## src/rtl/active_list_retire.sv

```systemverilog
// -----------------------------------------------------------------------------
// active_list_retire
//
// In-order completion and retire tracker that sits just after writeback.
// Each dispatched instruction gets one active-list entry at the tail. Entries
// are marked done by four writeback lanes and can be flagged by a
// load-ordering violation. Up to two entries retire per cycle from the head,
// in program order. When an excepting or violating entry reaches the head,
// a one-cycle flush pulse is raised that carries its PC, and the list is
// emptied.
//
// Optional build macro: ACTIVE_LIST_STATS_EN
//   defined   -> stat_commits_o / stat_recovers_o are live wrapping counters
//   undefined -> both ports are tied to zero and no counter flops exist
//
// Ports
//   clk              rising-edge clock
//   reset            asynchronous active-low reset
//   dispatch_valid_i dispatch request
//   dispatch_pc_i    PC of the dispatching instruction
//   dispatch_ready_o an entry is free and the tracker is running
//   dispatch_idx_o   index given to the current dispatch (the tail)
//   wb_valid_i       per-lane writeback valid, lanes 0..3
//   wb_pkt_i         lane n = bits [n*(AL_LOG+WB_FLAGS) +: AL_LOG+WB_FLAGS],
//                    laid out as {index, flags}
//   ld_viol_i        {valid, index} of a load that violated ordering
//   commit_valid_o   registered; bit0 = oldest retired, bit1 = second oldest
//   commit_pc0_o     PC retired in slot 0
//   commit_pc1_o     PC retired in slot 1
//   recover_o        registered one-cycle flush pulse
//   recover_pc_o     PC of the excepting or violating instruction
//   count_o          number of occupied entries
//   stat_commits_o   retired-instruction counter
//   stat_recovers_o  recovery counter
//
// State table
//   state      | meaning
//   ST_RUN     | normal dispatch, writeback and retire
//   ST_RECOVER | one flush cycle: list cleared, all inputs ignored
// -----------------------------------------------------------------------------
module active_list_retire #(
    parameter int DEPTH    = 32,
    parameter int AL_LOG   = 5,
    parameter int WB_FLAGS = 4,
    parameter int PC_W     = 32
) (
    input  logic                              clk,
    input  logic                              reset,
    input  logic                              dispatch_valid_i,
    input  logic [PC_W-1:0]                   dispatch_pc_i,
    output logic                              dispatch_ready_o,
    output logic [AL_LOG-1:0]                 dispatch_idx_o,
    input  logic [3:0]                        wb_valid_i,
    input  logic [4*(AL_LOG+WB_FLAGS)-1:0]    wb_pkt_i,
    input  logic [AL_LOG:0]                   ld_viol_i,
    output logic [1:0]                        commit_valid_o,
    output logic [PC_W-1:0]                   commit_pc0_o,
    output logic [PC_W-1:0]                   commit_pc1_o,
    output logic                              recover_o,
    output logic [PC_W-1:0]                   recover_pc_o,
    output logic [AL_LOG:0]                   count_o,
    output logic [31:0]                       stat_commits_o,
    output logic [15:0]                       stat_recovers_o
);

    localparam int LANES = 4;
    localparam int PKT_W = AL_LOG + WB_FLAGS;

    typedef enum logic {
        ST_RUN,
        ST_RECOVER
    } state_t;

    state_t state_q, state_d;

    // Pointers carry one extra wrap bit so full and empty are distinguishable.
    logic [AL_LOG:0]       head, tail;
    logic [AL_LOG-1:0]     head_idx, head1_idx, tail_idx;
    logic                  full;

    logic [DEPTH-1:0]      ent_valid;
    logic [DEPTH-1:0]      ent_done;
    logic [DEPTH-1:0]      ent_viol;
    logic [WB_FLAGS-1:0]   ent_flags [DEPTH];
    logic [PC_W-1:0]       ent_pc    [DEPTH];

    logic [AL_LOG-1:0]     wb_idx [LANES];
    logic [WB_FLAGS-1:0]   wb_flg [LANES];
    logic [AL_LOG-1:0]     viol_idx;
    logic                  viol_valid;

    logic                  dispatch_fire;
    logic                  bad0, bad1, ok0, ok1;
    logic                  retire0, retire1, recover_hit;
    logic [1:0]            retire_cnt;

    assign head_idx  = head[AL_LOG-1:0];
    assign head1_idx = head_idx + AL_LOG'(1);
    assign tail_idx  = tail[AL_LOG-1:0];
    assign full      = (head_idx == tail_idx) && (head[AL_LOG] != tail[AL_LOG]);

    assign count_o          = tail - head;
    assign dispatch_idx_o   = tail_idx;
    // Gated with reset so the port reads 0 while reset is held.
    assign dispatch_ready_o = reset && (state_q == ST_RUN) && !full;
    assign dispatch_fire    = dispatch_valid_i && dispatch_ready_o;

    assign viol_valid = ld_viol_i[AL_LOG];
    assign viol_idx   = ld_viol_i[AL_LOG-1:0];

    always_comb begin
        for (int l = 0; l < LANES; l++) begin
            wb_flg[l] = wb_pkt_i[l*PKT_W +: WB_FLAGS];
            wb_idx[l] = wb_pkt_i[l*PKT_W + WB_FLAGS +: AL_LOG];
        end
    end

    // Only flag bit 0 is interpreted; the rest are kept for debug visibility.
    logic unused_flag_bits;
    always_comb begin
        unused_flag_bits = 1'b0;
        for (int i = 0; i < DEPTH; i++) begin
            unused_flag_bits = unused_flag_bits ^ (^ent_flags[i][WB_FLAGS-1:1]);
        end
    end

    // Retire eligibility looks only at registered entry state, so a
    // writeback landing this cycle is seen one cycle later.
    assign ok0  = ent_valid[head_idx]  && ent_done[head_idx];
    assign ok1  = ent_valid[head1_idx] && ent_done[head1_idx];
    assign bad0 = ent_flags[head_idx][0]  || ent_viol[head_idx];
    assign bad1 = ent_flags[head1_idx][0] || ent_viol[head1_idx];

    always_ff @(posedge clk or negedge reset) begin
        if (!reset) begin
            state_q <= ST_RUN;
        end else begin
            state_q <= state_d;
        end
    end

    always_comb begin
        state_d     = state_q;
        retire0     = 1'b0;
        retire1     = 1'b0;
        recover_hit = 1'b0;
        case (state_q)
            ST_RUN: begin
                retire0     = ok0 && !bad0;
                retire1     = retire0 && ok1 && !bad1;
                recover_hit = ok0 && bad0;
                if (recover_hit) begin
                    state_d = ST_RECOVER;
                end
            end
            ST_RECOVER: begin
                state_d = ST_RUN;
            end
            default: begin
                state_d = ST_RUN;
            end
        endcase
    end

    assign retire_cnt = {1'b0, retire0} + {1'b0, retire1};

    always_ff @(posedge clk or negedge reset) begin
        if (!reset) begin
            head <= '0;
            tail <= '0;
        end else if (state_q == ST_RECOVER) begin
            head <= '0;
            tail <= '0;
        end else begin
            head <= head + {{(AL_LOG-1){1'b0}}, retire_cnt};
            tail <= tail + {{AL_LOG{1'b0}}, dispatch_fire};
        end
    end

    // Entry storage. Later assignments win, so retire invalidation overrides
    // any writeback that hits an entry in the cycle it retires.
    always_ff @(posedge clk or negedge reset) begin
        if (!reset) begin
            ent_valid <= '0;
            ent_done  <= '0;
            ent_viol  <= '0;
            for (int i = 0; i < DEPTH; i++) begin
                ent_flags[i] <= '0;
                ent_pc[i]    <= '0;
            end
        end else if (state_q == ST_RECOVER) begin
            ent_valid <= '0;
            ent_done  <= '0;
            ent_viol  <= '0;
        end else begin
            if (dispatch_fire) begin
                ent_valid[tail_idx] <= 1'b1;
                ent_done[tail_idx]  <= 1'b0;
                ent_viol[tail_idx]  <= 1'b0;
                ent_flags[tail_idx] <= '0;
                ent_pc[tail_idx]    <= dispatch_pc_i;
            end
            // Ascending lane order: the highest-numbered lane's flags win.
            for (int l = 0; l < LANES; l++) begin
                if (wb_valid_i[l] && ent_valid[wb_idx[l]]) begin
                    ent_done[wb_idx[l]]  <= 1'b1;
                    ent_flags[wb_idx[l]] <= wb_flg[l];
                end
            end
            if (viol_valid && ent_valid[viol_idx]) begin
                ent_viol[viol_idx] <= 1'b1;
            end
            if (retire0) begin
                ent_valid[head_idx] <= 1'b0;
            end
            if (retire1) begin
                ent_valid[head1_idx] <= 1'b0;
            end
        end
    end

    always_ff @(posedge clk or negedge reset) begin
        if (!reset) begin
            commit_valid_o <= '0;
            commit_pc0_o   <= '0;
            commit_pc1_o   <= '0;
            recover_o      <= 1'b0;
            recover_pc_o   <= '0;
        end else begin
            commit_valid_o <= {retire1, retire0};
            commit_pc0_o   <= retire0 ? ent_pc[head_idx]  : '0;
            commit_pc1_o   <= retire1 ? ent_pc[head1_idx] : '0;
            recover_o      <= recover_hit;
            recover_pc_o   <= recover_hit ? ent_pc[head_idx] : '0;
        end
    end

`ifdef ACTIVE_LIST_STATS_EN
    logic [31:0] stat_commits;
    logic [15:0] stat_recovers;

    // Counts follow the registered pulses, so they trail them by one cycle.
    always_ff @(posedge clk or negedge reset) begin
        if (!reset) begin
            stat_commits  <= '0;
            stat_recovers <= '0;
        end else begin
            stat_commits  <= stat_commits + 32'(commit_valid_o[0]) + 32'(commit_valid_o[1]);
            stat_recovers <= stat_recovers + 16'(recover_o);
        end
    end

    assign stat_commits_o  = stat_commits;
    assign stat_recovers_o = stat_recovers;
`else
    assign stat_commits_o  = '0;
    assign stat_recovers_o = '0;
`endif

endmodule

```

## config.mk

```make
export PLATFORM = sky130hd
export DESIGN_NAME = active_list_retire
export DESIGN_NICKNAME = d
export VERILOG_FILES = /design/src/rtl/active_list_retire.sv
export SDC_FILE = /design/constraint.sdc
export NUM_CORES = 2
export LEC_CHECK = 0
export CAP_MARGIN = 20
export CORE_MARGIN = 10
export CORE_UTILIZATION = 50
export DETAILED_ROUTE_END_ITERATION = 10
export PLACE_DENSITY = 0.65
export SLEW_MARGIN = 10
export SYNTH_ARGS = -nofsm -noshare
export SYNTH_HDL_FRONTEND = slang
export SYNTH_SLANG_ARGS = --single-unit
```

## constraint.sdc

```tcl
create_clock -name clk -period 10.2 [get_ports clk]
set_input_delay 2.04 -clock clk [delete_from_list [all_inputs] [get_ports clk]]
set_output_delay 2.04 -clock clk [all_outputs]
set_load 0.05 [all_outputs]
```

# == After elaboration in Yosys (flattened, before gate mapping) ==
# Cells that the tools add are included.
# word_totals
ff_bits,1360
in_bits,81
output_inout_bits,159
wordCells,273
# op_classes
n_addsub,5
n_lt_le_gt_ge,28
n_eq_ne,2
n_mux,106
bitwise,23
n_reduce_logical,34
# ops
operator,count
$mux 128,9
$bwmux 1024,1
$mux 32,28
$bwmux 128,4
$bmux 32 s5,2
$or 32x32->32,6
$demux 32 s5,1
$and 128x128->128,1
$and 32x32->32,4
$not 128->128,1
$demux 4 s5,5
$not 32->32,3
$bmux 1 s5,11
$lt 5x6->1 const B,8
$ge 6x6->1 const B,7
$not 5->6,7
$bmux 4 s5,2
$demux 1 s5,8
$ge 5x1->1 const B,8
$lt 6x1->1 const B,5
$logic_and 1x1->1,28
$mux 1,27
$mux 4,5
$mux 6,2
12 further kinds,15

# == Logic depth before layout (Yosys ltp) ==
# depth
ltp_word,20
ltp_mapped,23
ltp_nobuf,13

# == Least setup slack after synthesis ==
# Ideal clock, no wire load.
# synth_path
path_type,register -> output
start,register head[1]
end,output count_o[5]
t_arrival_ps,3541
required_time_ps,8160
path_slack_ps,4619
stages_incl_launch_ff,13
path_buffers,5
path_cell_list,dfrtp_1 > buf_4 > buf_2 > buf_2 > buf_1 > buf_1 > inv_1 > ha_1 > a21o_1 > a21oi_1 > o21bai_1 > a21oi_1 > xor2_1
# synth_between
elab_chain_len,1
# synth_rtl
item,line,text
"start, declared",77,"logic [AL_LOG:0] head, tail;"
"start signal, assigned",175,"head <= head + {{(AL_LOG-1){1'b0}}, retire_cnt};"
$sub 6x6->6,102,assign count_o = tail - head;
"end, declared",61,"output logic [AL_LOG:0] count_o,"
# No other way between the ends.

# == Worst setup path after layout ==
# layout_path
start,register head[1]
end,register head[5]
# layout_between
elab_chain_len,13
elab_cells_between_ends,35
classes_between,3 x add/sub; 21 x mux; 2 x bitwise; 9 x reduce/logical
# layout_rtl
item,line,text
branches (longest 11 deep; another with $add 5x1->5),n/a,
$add 6x2->6 *,175,
$mux 6 *,171,end else if (state_q == ST_RECOVER) begin
# Mark *: on every way between the ends. The select of a mux whose other input is x is not followed.
# A chain may end at the register's enable or synchronous reset.

==> results.yml <==
global_routing:
  grtUsageTotal: 0.317
  grt_pass1_wl_mm: 358
  grt_pass1_vias: 51600
  grt_overflow: 0
  grt_start_max_net_pins: 164
  grt_antenna_before_repair: 12
clocking:
  cts_root_buf: "clkbuf_16"
  post_cts_buffers: 0
  cts_htree_levels: 4
  ctsHoldBuffers: 0
  clock-sinks: 1263
  clk_path_buf_depth: 3
  cts_tree: "done"
  ctsResizeCount: 0
  path_clk_slew_ns: 0.06
  clock_latency_ns: 0.79
  numCtsBuffers: 142
timing:
  fin_tns_setup_ns: 0
  setup_viol: 0
  fin_skew_ns: 0.0261
  fmax_ghz: 0.148
  grt_setup_unrepaired: "false"
  worstMarginPinSlew_ns: 1.33
  slew_headroom: 0.109
  slew_violations: 0
  post-route-period-util: 0.662
  period_minus_slack_ns: 6.76
  worst_slack_ns: 3.44
  hold_viol_final: 0
critical_path:
  crit_path_frequent_cell: "buf_4"
  reg2reg_to: "head[5]"
  required_ns: 10.91
  r2r_cells: 13
  startpoint: "head[1]"
  endpoint: "head[5]"
  worstSetupEndpointType: "register"
  cp_slowest_cell: "buf_4"
  cp_slowest_stage_delay_ns: 0.87
  crit_type: "reg -> reg"
  critPathLaunchType: "register"
  cp_cell_sequence: "buf_4 -> buf_12 -> a211oi_1 -> a311oi_1 -> o2111ai_1 -> nand4bb_4 -> buf_4 -> nor4_4 -> buf_4 -> fa_1 -> nand3_1 -> or3_1 -> a21oi_1"
  r2r-start: "head[1]"
  r2r_slack_ns: 3.44
  worst-path-max-fanout: 127
  critPathArrivalTime_ns: 7.46
die:
  coreArea_mm2: 0.138
  die_width_um: 393
  rows: 136
  start_util: 0.504
  die_area_mm2: 0.154
  die_h_um: 393
  pin_count: 240
synthesis:
  syn_area_mm2: 0.0694
  async_reset_ff_frac: 1.00
  yosysMostFrequentCell: "dfrtp_1"
  synth_seq_area_share: 0.455
  synthCells: 5708
  synth_top_area_share: 0.455
  ys_top_cells_by_area: "dfrtp_1 46%, mux4_2 18%, mux2_2 13%"
  ys_warn_count: 0
  synth_edf_count: 0
  synth_area_per_cell_um2: 12.2
  synth_ff_type: "dfrtp_1"
  netlist_top_cells_count: "1263 x dfrtp_1, 922 x nand2_1, 777 x mux2_2, 549 x mux4_2, 356 x clkbuf_1"
  synth.largest_area_cell: "dfrtp_1"
  synth-seq-cells: 1263
  ys_types: 105
place:
  pre_cts_slack_ns: 3.61
  place_hpwl_mm: 139
  gp_congestion: 0.996
  port_buffers: 179
power_and_ir_drop:
  leakage_nw: 34.5
  power_density_mw_per_mm2: 291
  peakVddDrop_uv: 389
hold_path:
  holdCritPathClass: "reg -> reg"
route:
  ant_nets: 0
  vias: 52000
  via_per_inst: 6.91
  post_drt_wl_per_cell_um: 32.7
  drtPass1Iterations: 8
  drc: 0
  drt-total-wl_mm: 246
  drt_iter0_drc: 6644
final_layout:
  nets: 5718
  area_growth_pct: 11.2
  layout-drive-gt1-share: 0.311
flow_run:
  cap_violations: 0
status:
  run_status: "finished, final reports clean"
-- worst min path at each step --
stage	from	to	cells after the start
global placement	ent_pc[735]	ent_pc[735]	2
finish	ent_pc[912]	ent_pc[912]	2
detailed placement	ent_pc[912]	ent_pc[912]	2
global route	ent_pc[106]	ent_pc[106]	2
CTS	ent_pc[912]	ent_pc[912]	2
floorplan	ent_pc[1000]	ent_pc[1000]	2
-- placed cells by master, fill, tap and decap left out, types with 50 or more instances in the layout --
cell type	instances
dfrtp_1	1258
nand2_1	915
mux2_2	777
mux4_2	549
nor2_1	242
o22ai_1	210
clkdlybuf4s50_1	178
clkbuf_16	147
buf_4	109
o21ai_0	98
mux2i_1	97
a21oi_1	93
inv_1	84
nor3_1	83
nand3_1	71
and3_1	50
-- per-stage QoR --
stage / std cells / total power [mW] / hold WS [ns] / instance area, µm² / utilization
after CTS: 7504 / 22.4 / 0.485 / 76800 / 0.558
after floorplan: 5755 / 14.8 / 0.451 / 69600 / -
after global routing: 7530 / 23.6 / 0.507 / 77200 / 0.561
after detailed placement: 7250 / 17.1 / 0.472 / 72100 / 0.523
final: 7534 / 22.5 / 0.485 / 77200 / 0.561
after global placement: 7248 / 16.8 / 0.463 / 72000 / 0.523
-- cell families (layout without fill, tap and decap cells) --
logic type               Yosys count  count (layout)  share of synthesized area
other                              1              55                  0.0000540
multiplexers                    1427            1427                      0.320
buffers and inverters            681             659                     0.0469
flip-flops                      1263            1263                      0.455
AO/OA/AOI/OAI                    726             726                     0.0737
adder cells (fa/ha/maj)           14              14                    0.00274
AND/OR/NAND/NOR                 1581            1581                     0.0995
XOR/XNOR                          15              15                    0.00200
-- critical path, delay by kind of cell (launching register included) --
| kind | cells | cell delay, ns |
|---|---|---|
| buf+inv | 4 | 2.70 |
| simple gates | 4 | 1.57 |
| compound gates | 4 | 1.03 |
| flops | 1 | 0.76 |
| fa+ha+maj | 1 | 0.38 |
-- final cells by class --
type                       count  area [µm²]
clock inverter                45         547
fill                       11300       60500
sequential                  1263       31600
antenna                        7        17.5
clock buffer                 209        4190
inverter                      88         332
timing repair buffer         317        3090
tap                         1794        2240
multi-input combinational   3811       35100
-- flip-flops by register name, indices dropped and copies added, names as in the netlist --
signal / flops
recover_o: 1
commit_valid_o: 2
commit_pc1_o: 32
commit_pc0_o: 32
tail: 6
ent_done: 32
recover_pc_o: 32
ent_flags: 32
ent_viol: 32
ent_valid: 32
head: 6
ent_pc: 1024
-- layer usage --
layer | vias to the layer above | wire [µm] | global-route usage
met3 | 774 | 32400 | 0.103
li1 | 21000 | - | -
met2 | 3401 | 107000 | 0.460
met5 | - | 65 | 0
met4 | 8 | 14400 | 0.166
met1 | 26800 | 93000 | 0.423
-- power by group --
| part | switching [mW] | internal (mW) |
|---|---|---|
| combinational | 4.20 | 4.62 |
| clock | 2.19 | 3.06 |
| sequential | 1.60 | 6.81 |
| total | 7.99 | 14.5 |
Power figures use the tool's default switching activity.
